### config.mk
export PLATFORM = sky130hd
export DESIGN_NAME = enc_code_fifo
export DESIGN_NICKNAME = d
export VERILOG_FILES = /design/src/rtl/enc_code_fifo.sv
export SDC_FILE = /design/constraint.sdc
export NUM_CORES = 1
export LEC_CHECK = 0
export ABC_AREA = 1
export BUFFER_PORTS_ARGS = -buffer_cell sky130_fd_sc_hd__buf_2
export CORE_MARGIN = 5
export CORE_UTILIZATION = 48
export CTS_CLUSTER_DIAMETER = 120
export CTS_CLUSTER_SIZE = 24
export DETAILED_ROUTE_END_ITERATION = 8
export GPL_ROUTABILITY_DRIVEN = 0
export PLACE_DENSITY_LB_ADDON = 0.3
export SLEW_MARGIN = 20
export SYNTH_ARGS = -nofsm -noshare
export SYNTH_HDL_FRONTEND = slang
export SYNTH_SLANG_ARGS = --single-unit
export TNS_END_PERCENT = 1
### constraint.sdc
create_clock -name clk -period 1.7 [get_ports clk]
set_input_delay 0.425 -clock clk [delete_from_list [all_inputs] [get_ports clk]]
set_output_delay 0.425 -clock clk [all_outputs]
set_load 0.01 [all_outputs]
### src/rtl/enc_code_fifo.sv
// enc_code_fifo: first-word-fall-through FIFO of 2-bit codes from a 4-to-2 encoder.
// Define ENC_CODE_FIFO_OVF_EN to enable the sticky overflow flag on dropped pushes.
module enc_code_fifo #(
    parameter int DEPTH = 4
) (
    input  logic                     clk,
    input  logic                     rst,
    input  logic                     in_valid,
    input  logic                     a1,
    input  logic                     a0,
    output logic                     out_valid,
    input  logic                     out_ready,
    output logic [1:0]               out_code,
    output logic [$clog2(DEPTH):0]   count,
    output logic                     full,
    output logic                     empty,
    output logic                     ovf
);

    localparam int AW = $clog2(DEPTH);
    localparam int CW = AW + 1;

    logic [1:0]    mem_q [DEPTH];
    logic [AW-1:0] wr_ptr_q, wr_ptr_d;
    logic [AW-1:0] rd_ptr_q, rd_ptr_d;
    logic [CW-1:0] count_q, count_d;
    logic          push;
    logic          pop;

    // Status depends only on stored count, so full/empty never see in_valid or out_ready.
    assign full      = (count_q == CW'(DEPTH));
    assign empty     = (count_q == '0);
    assign out_valid = ~empty;
    assign count     = count_q;
    assign out_code  = empty ? 2'b00 : mem_q[rd_ptr_q];

    assign pop  = out_valid & out_ready;
    assign push = in_valid & (~full | pop);

    // NOTE: every signal gets a default first so no path leaves it unassigned (no latch).
    always_comb begin
        wr_ptr_d = wr_ptr_q;
        rd_ptr_d = rd_ptr_q;
        count_d  = count_q;
        if (push) wr_ptr_d = wr_ptr_q + AW'(1);
        if (pop)  rd_ptr_d = rd_ptr_q + AW'(1);
        case ({push, pop})
            2'b10:   count_d = count_q + CW'(1);
            2'b01:   count_d = count_q - CW'(1);
            default: count_d = count_q;
        endcase
    end

    // NOTE: sequential state uses non-blocking assignments so all registers update together.
    always_ff @(posedge clk) begin
        if (rst) begin
            wr_ptr_q <= '0;
            rd_ptr_q <= '0;
            count_q  <= '0;
        end else begin
            wr_ptr_q <= wr_ptr_d;
            rd_ptr_q <= rd_ptr_d;
            count_q  <= count_d;
        end
    end

    // NOTE: the storage array has no reset; clearing the pointers and count discards its contents.
    always_ff @(posedge clk) begin
        if (push && !rst) mem_q[wr_ptr_q] <= {a1, a0};
    end

`ifdef ENC_CODE_FIFO_OVF_EN
    logic ovf_q;
    logic drop;

    assign drop = in_valid & full & ~pop;
    assign ovf  = ovf_q;

    always_ff @(posedge clk) begin
        if (rst)       ovf_q <= 1'b0;
        else if (drop) ovf_q <= 1'b1;
    end
`else
    assign ovf = 1'b0;
`endif

endmodule

* Word level (Yosys, flattened, before mapping)
Memory sizes are Yosys's and may differ from the RTL's. A register that Yosys moved wholly into a read port is not among the register bits. Index checks and enable logic that the tools add are counted.
Storage, ports and cells: register bits 7, bits of input ports 6, bits in writable memories 8, memories kept 1, output and inout port bits 9
Memories:
- mem_q | words 4, bits a word 2, read ports 1, clocked after Yosys merged registers in 1, write ports 1, line 23 | logic [1:0] mem_q [DEPTH];
Operators by class: bitwise gates (word level) 5, multiplexer cells 6, reduce and logical (&&, ||, !) cells 4, equal/unequal tests 3, add/subtract/negate cells 4
Operators by type and width (number):
- two-way mux 2 bit | 3
- one-hot mux 3 bit (2 select lines) | 1
- adder 2 x 1 -> 2 bit (second input constant) | 2
- adder 3 x 1 -> 3 bit (second input constant) | 1
- == test 3 bit (second input constant) | 1
- logical NOT 3 bit | 1
- subtractor 3 x 1 -> 3 bit (second input constant) | 1
- bitwise AND 1 bit | 2
- == test 2 x 1 -> 1 bit (second input constant) | 1
- == test 2 bit (second input constant) | 1
- two-way mux 1 bit | 2
- NOT 1 bit | 2
- nonzero test 2 bit | 1
- logical AND 1 bit | 1
- logical NOT 1 bit | 1
- OR 1 bit | 1

* Longest topological paths before layout
Gate-level depths: netlist of run 1.
depth in word-level cells 8, depth in mapped cells 13, gate-level depth less buffers 13

* Worst setup path before layout of run 1
Ideal clock, no wire load.
path type register to register, start register count_q[2], in the netlist count[2], end register count_q[2], in the netlist count[2], period minus slack after synthesis 1.704 ns, data arrival time 1.591 ns, cell stages (with the launch flop) 14, library setup time 0.113 ns, path slack -0.004 ns, required time 1.587 ns, path through dfxtp_1 > inv_2 > nand2_4 > nand2_2 > inv_2 > ha_1 > inv_1 > fa_1 > inv_1 > nand2_1 > nand3_1 > nand2_1 > nand2_1 > nor2_1
Between the ends: word-level cells in the longest chain between the ends 7
RTL lines:
- start, declared | line 26 | logic [CW-1:0] count_q, count_d;
- start signal, assigned | line 63 | count_q <= count_d;
- logical NOT 3 bit * | line 32 | assign empty = (count_q == '0);
- NOT 1 bit * | line 33 | assign out_valid = ~empty;
- via out_valid | line 11 | output logic out_valid,
- bitwise AND 1 bit * | line 37 | assign pop = out_valid & out_ready;
- via pop | line 28 | logic pop;
- OR 1 bit | line 38 | assign push = in_valid & (~full | pop);
- bitwise AND 1 bit | line 38
- == test 2 x 1 -> 1 bit / == test 2 bit (equally long branches) | line 47 | case ({push, pop})
- one-hot mux 3 bit (2 select lines) / nonzero test 2 bit (equally long branches)
The timed path passes the listed nets; every way through them passes the cells marked *. A chain may end at the register's enable or synchronous reset.

* Worst setup path in the final report of run 1
start register count_q[1], in the netlist count[1], end register count_q[2], in the netlist count[2]
Between the ends: word-level cells in the longest chain between the ends 7
RTL lines (line):
- logical NOT 3 bit | 32
- NOT 1 bit | 33
- bitwise AND 1 bit | 37
- OR 1 bit | 38
- bitwise AND 1 bit | 38
- == test 2 x 1 -> 1 bit / == test 2 bit (equally long branches) | 47
- one-hot mux 3 bit (2 select lines) / nonzero test 2 bit (equally long branches)
Several ways; a longest one is shown, not always the timed one.

==> results of run 1 <==
==> what timing repair did <==
item,4_1_cts,5_1_grt
hold buffers,0,0
setup endpoints to repair,3,4
gates cloned,0,0
setup buffers,0,1
pin swaps,0,8
resized for setup,1,18
==> through the flow <==
stage	hold slack, ps	cell area [um2]	setup slack, ps	total power, uW
floorplan	461	863	8.85	954
detailed placement	497	1010	-131	1200
finish	316	1090	13.1	1500
CTS	322	1040	6.13	1420
global route	320	1090	-54.5	1620
global placement	483	1010	-86.4	1180
==> metal layers <==
| layer | routed length [um] | track usage | up-vias |
|---|---|---|---|
| met5 | 0 | 0 | - |
| met1 | 703 | 0.160 | 303 |
| met2 | 774 | 0.196 | 11 |
| li1 | - | - | 365 |
| met3 | 52 | 0.0256 | 4 |
| met4 | 20 | 0.0511 | 0 |
==> worst register-to-register path: stages (launching register included) <==
cell     delay, ps
dfxtp_4        370
nor2_4         160
nand3_4        100
nand2_4         80
ha_4           130
inv_2           50
fa_2           380
inv_2           60
nand2_1         60
nand3_2         70
nand2_1         50
nand2_1         60
nor2_1          40
==> cell families after synthesis <==
logic type               after synthesis
adder cells (fa/ha/maj)                6
buffers and inverters                 22
AO/OA/AOI/OAI                         13
flip-flops                            17
AND/OR/NAND/NOR                       42
other                                  1
==> how the worst max path moves through the flow <==
stage,to,slack (ps),depth (start not counted)
4_1_cts,out_code[1],6,6
2_1_floorplan,count[2]$_SDFFE_PP0P_,9,13
3_3_place_gp,count[2]$_SDFFE_PP0P_,-90,13
3_5_place_dp,count[2]$_SDFFE_PP0P_,-130,13
6_report,count[2]$_SDFFE_PP0P_,10,12
5_1_grt,count[2]$_SDFFE_PP0P_,-50,12
==> cells in the mapped netlist <==
cell,instances
a21oi_1,6
a21oi_2,1
buf_4,1
conb_1,1
dfxtp_1,9
edfxtp_1,8
fa_1,1
ha_1,5
inv_1,19
inv_2,2
nand2_1,12
nand2_2,1
nand2_4,1
nand3_1,6
nand3_4,1
nor2_1,18
nor2_2,1
nor2_4,1
nor3_1,1
o21ai_0,6
==> layout make-up <==
| class | instances | share of cell area |
|---|---|---|
| timing repair buffer | 22 | 0.125 |
| sequential | 17 | 0.397 |
| multi-input combinational | 62 | 0.353 |
| inverter | 21 | 0.0722 |
| clock buffer | 4 | 0.0241 |
| tap | 25 | 0.0287 |
==> where the power goes <==
part | internal (uW) | total [uW] | switching [uW]
Sequential | 510 | 576 | 66.2
Clock | 91.1 | 212 | 121
Combinational | 323 | 713 | 390
Total | 924 | 1500 | 578
==> impl_metrics.toml, run 1 <==
[route]
drt_pass1_iterations = 4
post_drt_wl_per_cell_um = 10.3
drc = 0
vias = 683
drt-initial-drc-count = 7
final_antenna_net_count = 0
via_per_inst = 4.52
routed_wirelength_um = 1550

[timing]
rsz0062_at_grt = "yes"
max_freq_ghz = 0.593
fin_crit_ps = 1690
drv_slew = 0
hold_viol_final = 0
tns_ps = 0
skew_ps = 1.17
setup_viol = 0
post-route-period-util = 0.992

[clocking]
cts_root_buf = "clkbuf_4"
clkSinkCount = 17
cts.clk_slew.worst_paths_ps = 90
clk_latency_ps = 280
cts-htree-levels = 1
cts_tree = "yes"
clockBufferDepth = 2
cts_buffers = 3

[worst_setup_path]
worstSetupPathType = "reg2reg"
path_cells = "nor2_4 > nand3_4 > nand2_4 > ha_4 > inv_2 > fa_2 > inv_2 > nand2_1 > nand3_2 > nand2_1 > nand2_1 > nor2_1"
reg2reg_slack_ps = 10
worstPathRequired_ps = 1890
crit_family = "simple AND/OR/NAND/NOR gates"
r2r-end = "count[2]$_SDFFE_PP0P_"
slowest_delay_ps = 380
critPathArrivalTime_ps = 1880
critPathSlowestCell = "fa_2"
crit_top_cell = "nand2_1"
r2r-start = "count[1]$_SDFFE_PP0P_"
critPathBufInv = 2
critical_path.max_fanout = 3
worstSetupStartpoint = "count[1]$_SDFFE_PP0P_"
reg2reg_depth = 12
critPathCaptureType = "flop"
critPathLaunchType = "flop"

[global_route]
grt_pass1_vias = 596
antenna_found_initial = 0
grt_use_total = 0.123
grt-ovfl-total = 0
grt_max_degree = 10
grt_pass1_wl_um = 2500

[logic_synthesis]
synth-simple-area-share = 0.232
synth_cell_types = 20
synth_nets = 113
avgSynthCellArea_um2 = 8.54
ys_warn_count = 0
synthAdderAreaFrac = 0.0958
synth-seq-cells = 17
netlist.area_leader.share = 0.279
synth_top_family_by_area = "simple AND/OR/NAND/NOR gates"
synth-compound-area-share = 0.0798
synth_area_leader_cell = "edfxtp_1"
syn_area_um2 = 862
ys_top_cells_by_area = "edfxtp_1, dfxtp_1, inv_1"
synthXorXnorAreaFrac = 0
synthCells = 101
synth_seq_area_share = 0.488
synthMuxAreaShare = 0

[outcome]
status = "complete, no violations"

[hold_path]
worstHoldStart = "rst"
hold_path_class = "in2reg"
min_path_cells = 2

[cells_and_area]
drive_above_1_share = 0.357
n_fill_cell = 164
n_antenna_cell = 0
final_common_cell = "nor2_1"
fin_util = 0.632
multi_input_area_um2 = 385
regArea_um2 = 433
stdcell_count = 151
fin_nets = 139
area_growth_pct = 26.6
final_cell_mix = "nor2_1, inv_1, buf_2"

[job]
maxCapViolCount = 0

[die]
dieArea_mm2 = 0.00274
dieWidth_um = 52.4
rows = 15
die_h_um = 52.4
start_util = 0.499
coreArea_mm2 = 0.00173
ios = 15

[place]
portBuffers = 13
dp.cells = 146
hpwlAfterDp_um = 1220

[power]
max-vdd-ir-drop_v = 0.00108
p_leak_uw = 0.000494
powerDensity_mw_per_mm2 = 1380
No activity file was read; power rests on OpenSTA's default activity.
==> inputs of run 2 (changes only) <==
--- a/config.mk
+++ b/config.mk
@@ -13,7 +13,9 @@
 export CTS_CLUSTER_SIZE = 24
 export DETAILED_ROUTE_END_ITERATION = 8
 export GPL_ROUTABILITY_DRIVEN = 0
+export GPL_TIMING_DRIVEN = 0
 export PLACE_DENSITY_LB_ADDON = 0.3
+export RECOVER_POWER = 50
 export SLEW_MARGIN = 20
 export SYNTH_ARGS = -nofsm -noshare
 export SYNTH_HDL_FRONTEND = slang
==> run 2 against run 1 <==
Net effect: non-clock buffer count fell by 3; via count did not move; fmax rose by 0.13%; sequential share of layout area rose by 1.2 points; final area fell by 2.2%; hold slack got worse by 17 ps; sequential power rose by 2%; register-to-register slack barely moved; routed wire length fell by 1.7%; flip-flop and latch count did not move; largest cell class unchanged.
==> impl_metrics.toml, run 2 (synthesis gave the netlist of run 1 again) <==
[outcome]
status = "complete, no violations"

[clocking]
clkSinkCount = 17
cts-htree-levels = 1
clockBufferDepth = 2
clk_latency_ps = 290
cts.clk_slew.worst_paths_ps = 100
cts_tree = "yes"
cts_buffers = 3
ctsHoldBuffers = 0
cts_root_buf = "clkbuf_4"

[route]
final_antenna_net_count = 0
routed_wirelength_um = 1520
vias = 683
post_drt_wl_per_cell_um = 10.3
drc = 0
drt-initial-drc-count = 15
drt_pass1_iterations = 4
via_per_inst = 4.61

[global_route]
grt_use_total = 0.129
antenna_found_initial = 0
grt_pass1_vias = 622
grt-ovfl-total = 0
grt_max_degree = 11
grt_pass1_wl_um = 2600

[job]
maxCapViolCount = 0

[place]
placed_cell_area_um2 = 960
hpwlAfterDp_um = 1200
portBuffers = 13

[power]
p_leak_uw = 0.000475
max-vdd-ir-drop_v = 0.000838
powerDensity_mw_per_mm2 = 1360

[worst_setup_path]
worstSetupPathType = "reg2reg"
reg2reg_slack_ps = 20
critPathCaptureType = "flop"
worstPathRequired_ps = 1900
critical_path.max_fanout = 4
critPathArrivalTime_ps = 1880
critPathLaunchType = "flop"

[die]
ios = 15
coreArea_mm2 = 0.00173
die_h_um = 52.4
dieWidth_um = 52.4
dieArea_mm2 = 0.00274
start_util = 0.499
rows = 15

[hold_path]
hold_path_class = "in2reg"

[timing]
holdWs_ps = 299
setup_viol = 0
hold_viol_final = 0
max_freq_ghz = 0.594
drv_slew = 0
post-route-period-util = 0.991
fin_crit_ps = 1680
skew_ps = 10.2
rsz0062_at_grt = "yes"

[cells_and_area]
final_common_cell = "nor2_1"
final_cell_area_mm2 = 0.00107
area_growth_pct = 23.8
final_cell_mix = "nor2_1, inv_1, buf_2"
fin_nets = 136
n_antenna_cell = 0
drive_above_1_share = 0.350
n_fill_cell = 148
==> run 2: metal layers <==
layer	up-vias	track usage	part of all wire
li1	359	-	-
met1	317	0.157	0.43
met2	7	0.219	0.54
met3	0	0.0342	0.029
met4	0	0.0383	0
met5	-	0	0
==> run 2: path summary, 6_finish.rpt <==
kind / cells after the start / startpoint / to
worst max-delay path: 12 / count[0]$_SDFFE_PP0P_ / count[2]$_SDFFE_PP0P_
worst min-delay path: 2 / rst / flop
worst max register to register: 12 / count[0]$_SDFFE_PP0P_ / count[2]$_SDFFE_PP0P_
worst min register to register: 2 / rd_ptr_q[1]$_SDFFE_PP0P_ / flop
==> run 2: what timing repair did <==
item / 4_1_cts / 5_1_grt
gates resized for setup: 7 / 13
pin swaps: 4 / 9
endpoints found under the setup margin: 1 / 3
setup buffers: 3 / 2
hold endpoints to repair: 0 / 0
==> run 2: final cells by class <==
type | count | area [um2] | share of cell area
multi-input cells | 62 | 383 | 0.359
flip-flops and latches | 17 | 437 | 0.409
inverters | 21 | 81.3 | 0.0762
clock inverters | 1 | 5.00 | 0.00469
clock buffers | 3 | 22.5 | 0.0211
plain buffers | 1 | 7.51 | 0.00703
repair buffers | 18 | 100 | 0.0938
well taps | 25 | 31.3 | 0.0293
==> run 2: critical path, stage by stage, from the launching register on <==
cell	delay [ps]
dfxtp_4	380
nor2_4	170
nand3_4	90
nand2_2	80
ha_4	140
inv_4	40
fa_2	350
inv_2	70
nand2_2	40
nand3_2	70
nand2_1	60
nand2_1	70
nor2_1	40
==> run 2: through the flow <==
step / total power, uW / setup slack (ps) / util / instances / TNS, ps
after floorplan: 954 / 8.85 / - / 101 / 0
after global placement: 1100 / -143 / 0.556 / 139 / -143
after detailed placement: 1140 / -223 / 0.556 / 139 / -244
after CTS: 1400 / 0.326 / 0.593 / 146 / 0
after global routing: 1580 / -65.9 / 0.618 / 148 / -89.5
final: 1450 / 15.3 / 0.618 / 148 / 0
==> run 2: power by group <==
part	switching (uW)	internal [uW]	leakage, uW	total, uW
Sequential	70.0	515	0.000150	585
Combinational	382	271	0.000308	654
Clock	125	87.3	0.0000177	212
Total	577	874	0.000475	1450
==> inputs of run 3 (changes only) <==
--- a/config.mk
+++ b/config.mk
@@ -6,12 +6,12 @@
 export NUM_CORES = 1
 export LEC_CHECK = 0
 export ABC_AREA = 1
-export BUFFER_PORTS_ARGS = -buffer_cell sky130_fd_sc_hd__buf_2
 export CORE_MARGIN = 5
-export CORE_UTILIZATION = 48
+export CORE_UTILIZATION = 50
 export CTS_CLUSTER_DIAMETER = 120
 export CTS_CLUSTER_SIZE = 24
 export DETAILED_ROUTE_END_ITERATION = 8
+export DONT_BUFFER_PORTS = 1
 export GPL_ROUTABILITY_DRIVEN = 0
 export GPL_TIMING_DRIVEN = 0
 export PLACE_DENSITY_LB_ADDON = 0.3
==> run 3 against run 2 <==
Net effect: global-route usage shrank 0.52 points; fmax about the same; cell count fell by 16%; clock power about the same.
==> impl_metrics.toml, run 3 (synthesis gave the netlist of run 1 again) <==
[timing]
post-route-period-util = 0.991
fin_crit_ps = 1680
skew_ps = 7.65
drv_slew = 0
tns_ps = 0
rsz0062_at_grt = "yes"
hold_viol_final = 0
max_freq_ghz = 0.594
setup_viol = 0

[worst_setup_path]
worstSetupPathType = "reg2reg"
critPathSlowestCell = "dfxtp_4"
slowest_delay_ps = 380
critical_path.max_fanout = 4
path_cells = "nor2_4 > nand3_4 > nand2_4 > ha_4 > inv_2 > fa_2 > inv_1 > nand2_1 > nand3_2 > nand2_1 > nand2_1 > nor2_1"
crit_top_cell = "nand2_1"
worstPathRequired_ps = 1900
critPathLaunchType = "flop"
critPathArrivalTime_ps = 1880
critPathCaptureType = "flop"

[route]
drt_pass1_iterations = 3
vias = 613
routed_wirelength_um = 1480
post_drt_wl_per_cell_um = 11.9
drt-initial-drc-count = 12
final_antenna_net_count = 0
drc = 0
via_per_inst = 4.94

[place]
placed_cell_area_um2 = 885
hpwlAfterDp_um = 1130
portBuffers = 0

[global_route]
grt-ovfl-total = 0
grt_use_total = 0.123
grt_max_degree = 11
grt_pass1_vias = 602
grt_pass1_wl_um = 2390
antenna_found_initial = 0

[clocking]
cts-htree-levels = 1
cts.clk_slew.worst_paths_ps = 100
clkSinkCount = 17
cts_tree = "yes"
clockBufferDepth = 2
cts_buffers = 3
ctsHoldBuffers = 0
clk_latency_ps = 290
cts_root_buf = "clkbuf_4"

[cells_and_area]
drive_above_1_share = 0.243
n_fill_cell = 152
area_growth_pct = 13.9
final_cell_area_um2 = 982
fin_nets = 120
n_antenna_cell = 0
final_cell_mix = "inv_1, nor2_1, nand2_1"
fin_util = 0.581

[outcome]
status = "complete, no violations"

[die]
coreArea_mm2 = 0.00169
dieWidth_um = 51.5
ios = 15
start_util = 0.510
rows = 15
dieArea_mm2 = 0.00265
die_h_um = 51.5

[power]
p_leak_uw = 0.000419
power_uw = 1360
max-vdd-ir-drop_v = 0.000639
powerDensity_mw_per_mm2 = 1380

[hold_path]
hold_path_class = "in2reg"

[job]
maxCapViolCount = 0
## run 3: critical path, delay by kind of cell (launching register included)
family / cells / cell delay [ps]
adders and majority gates: 2 / 480
buffers and inverters: 2 / 110
DFF: 1 / 380
and+or+nand+nor: 8 / 600
## run 3: repair_timing
action,4_1_cts,5_1_grt
pin swaps,2,7
endpoints found under the setup margin,4,4
buffers inserted,1,1
endpoints found under the hold margin,0,0
gates resized for setup,5,12
gates cloned,0,0
## run 3: per-stage QoR
step | worst slack, ps | hold WS, ps | cells
after floorplan | 8.85 | 461 | 101
after detailed placement | -138 | 498 | 118
after CTS | 0.0389 | 176 | 123
final | 16.0 | 182 | 124
after global routing | -78.9 | 162 | 124
after global placement | -107 | 478 | 118
## run 3: path summary, 6_finish.rpt
kind,startpoint,end,slack [ps],depth (start not counted)
worst min-delay path,rst,rd_ptr_q[1]$_SDFFE_PP0P_,180,1
worst min register to register,rd_ptr_q[1]$_SDFFE_PP0P_,rd_ptr_q[1]$_SDFFE_PP0P_,520,2
worst max register to register,count[0]$_SDFFE_PP0P_,count[2]$_SDFFE_PP0P_,20,12
worst max-delay path,count[0]$_SDFFE_PP0P_,count[2]$_SDFFE_PP0P_,20,12
## run 3: report_power, final
part,leakage (uW),switching (uW),internal (uW)
clock,0.0000177,128,87.5
combinational,0.000252,342,194
sequential,0.000149,94.2,511
total,0.000419,564,793
## run 3: metal layers
metal,global-route usage,share of wire
met1,0.137,0.43
met2,0.201,0.50
met3,0.0401,0.045
met4,0.0786,0.024
met5,0,0
## run 3: cell type report
type | instances | area, um2 | share of cell area
flip-flops and latches | 17 | 432 | 0.439
plain buffers | 1 | 7.51 | 0.00764
multi-input cells | 62 | 398 | 0.405
inverters | 21 | 81.3 | 0.0828
clock buffers | 3 | 22.5 | 0.0229
clock inverters | 1 | 5.00 | 0.00510
repair buffers | 2 | 15.0 | 0.0153
well taps | 17 | 21.3 | 0.0217
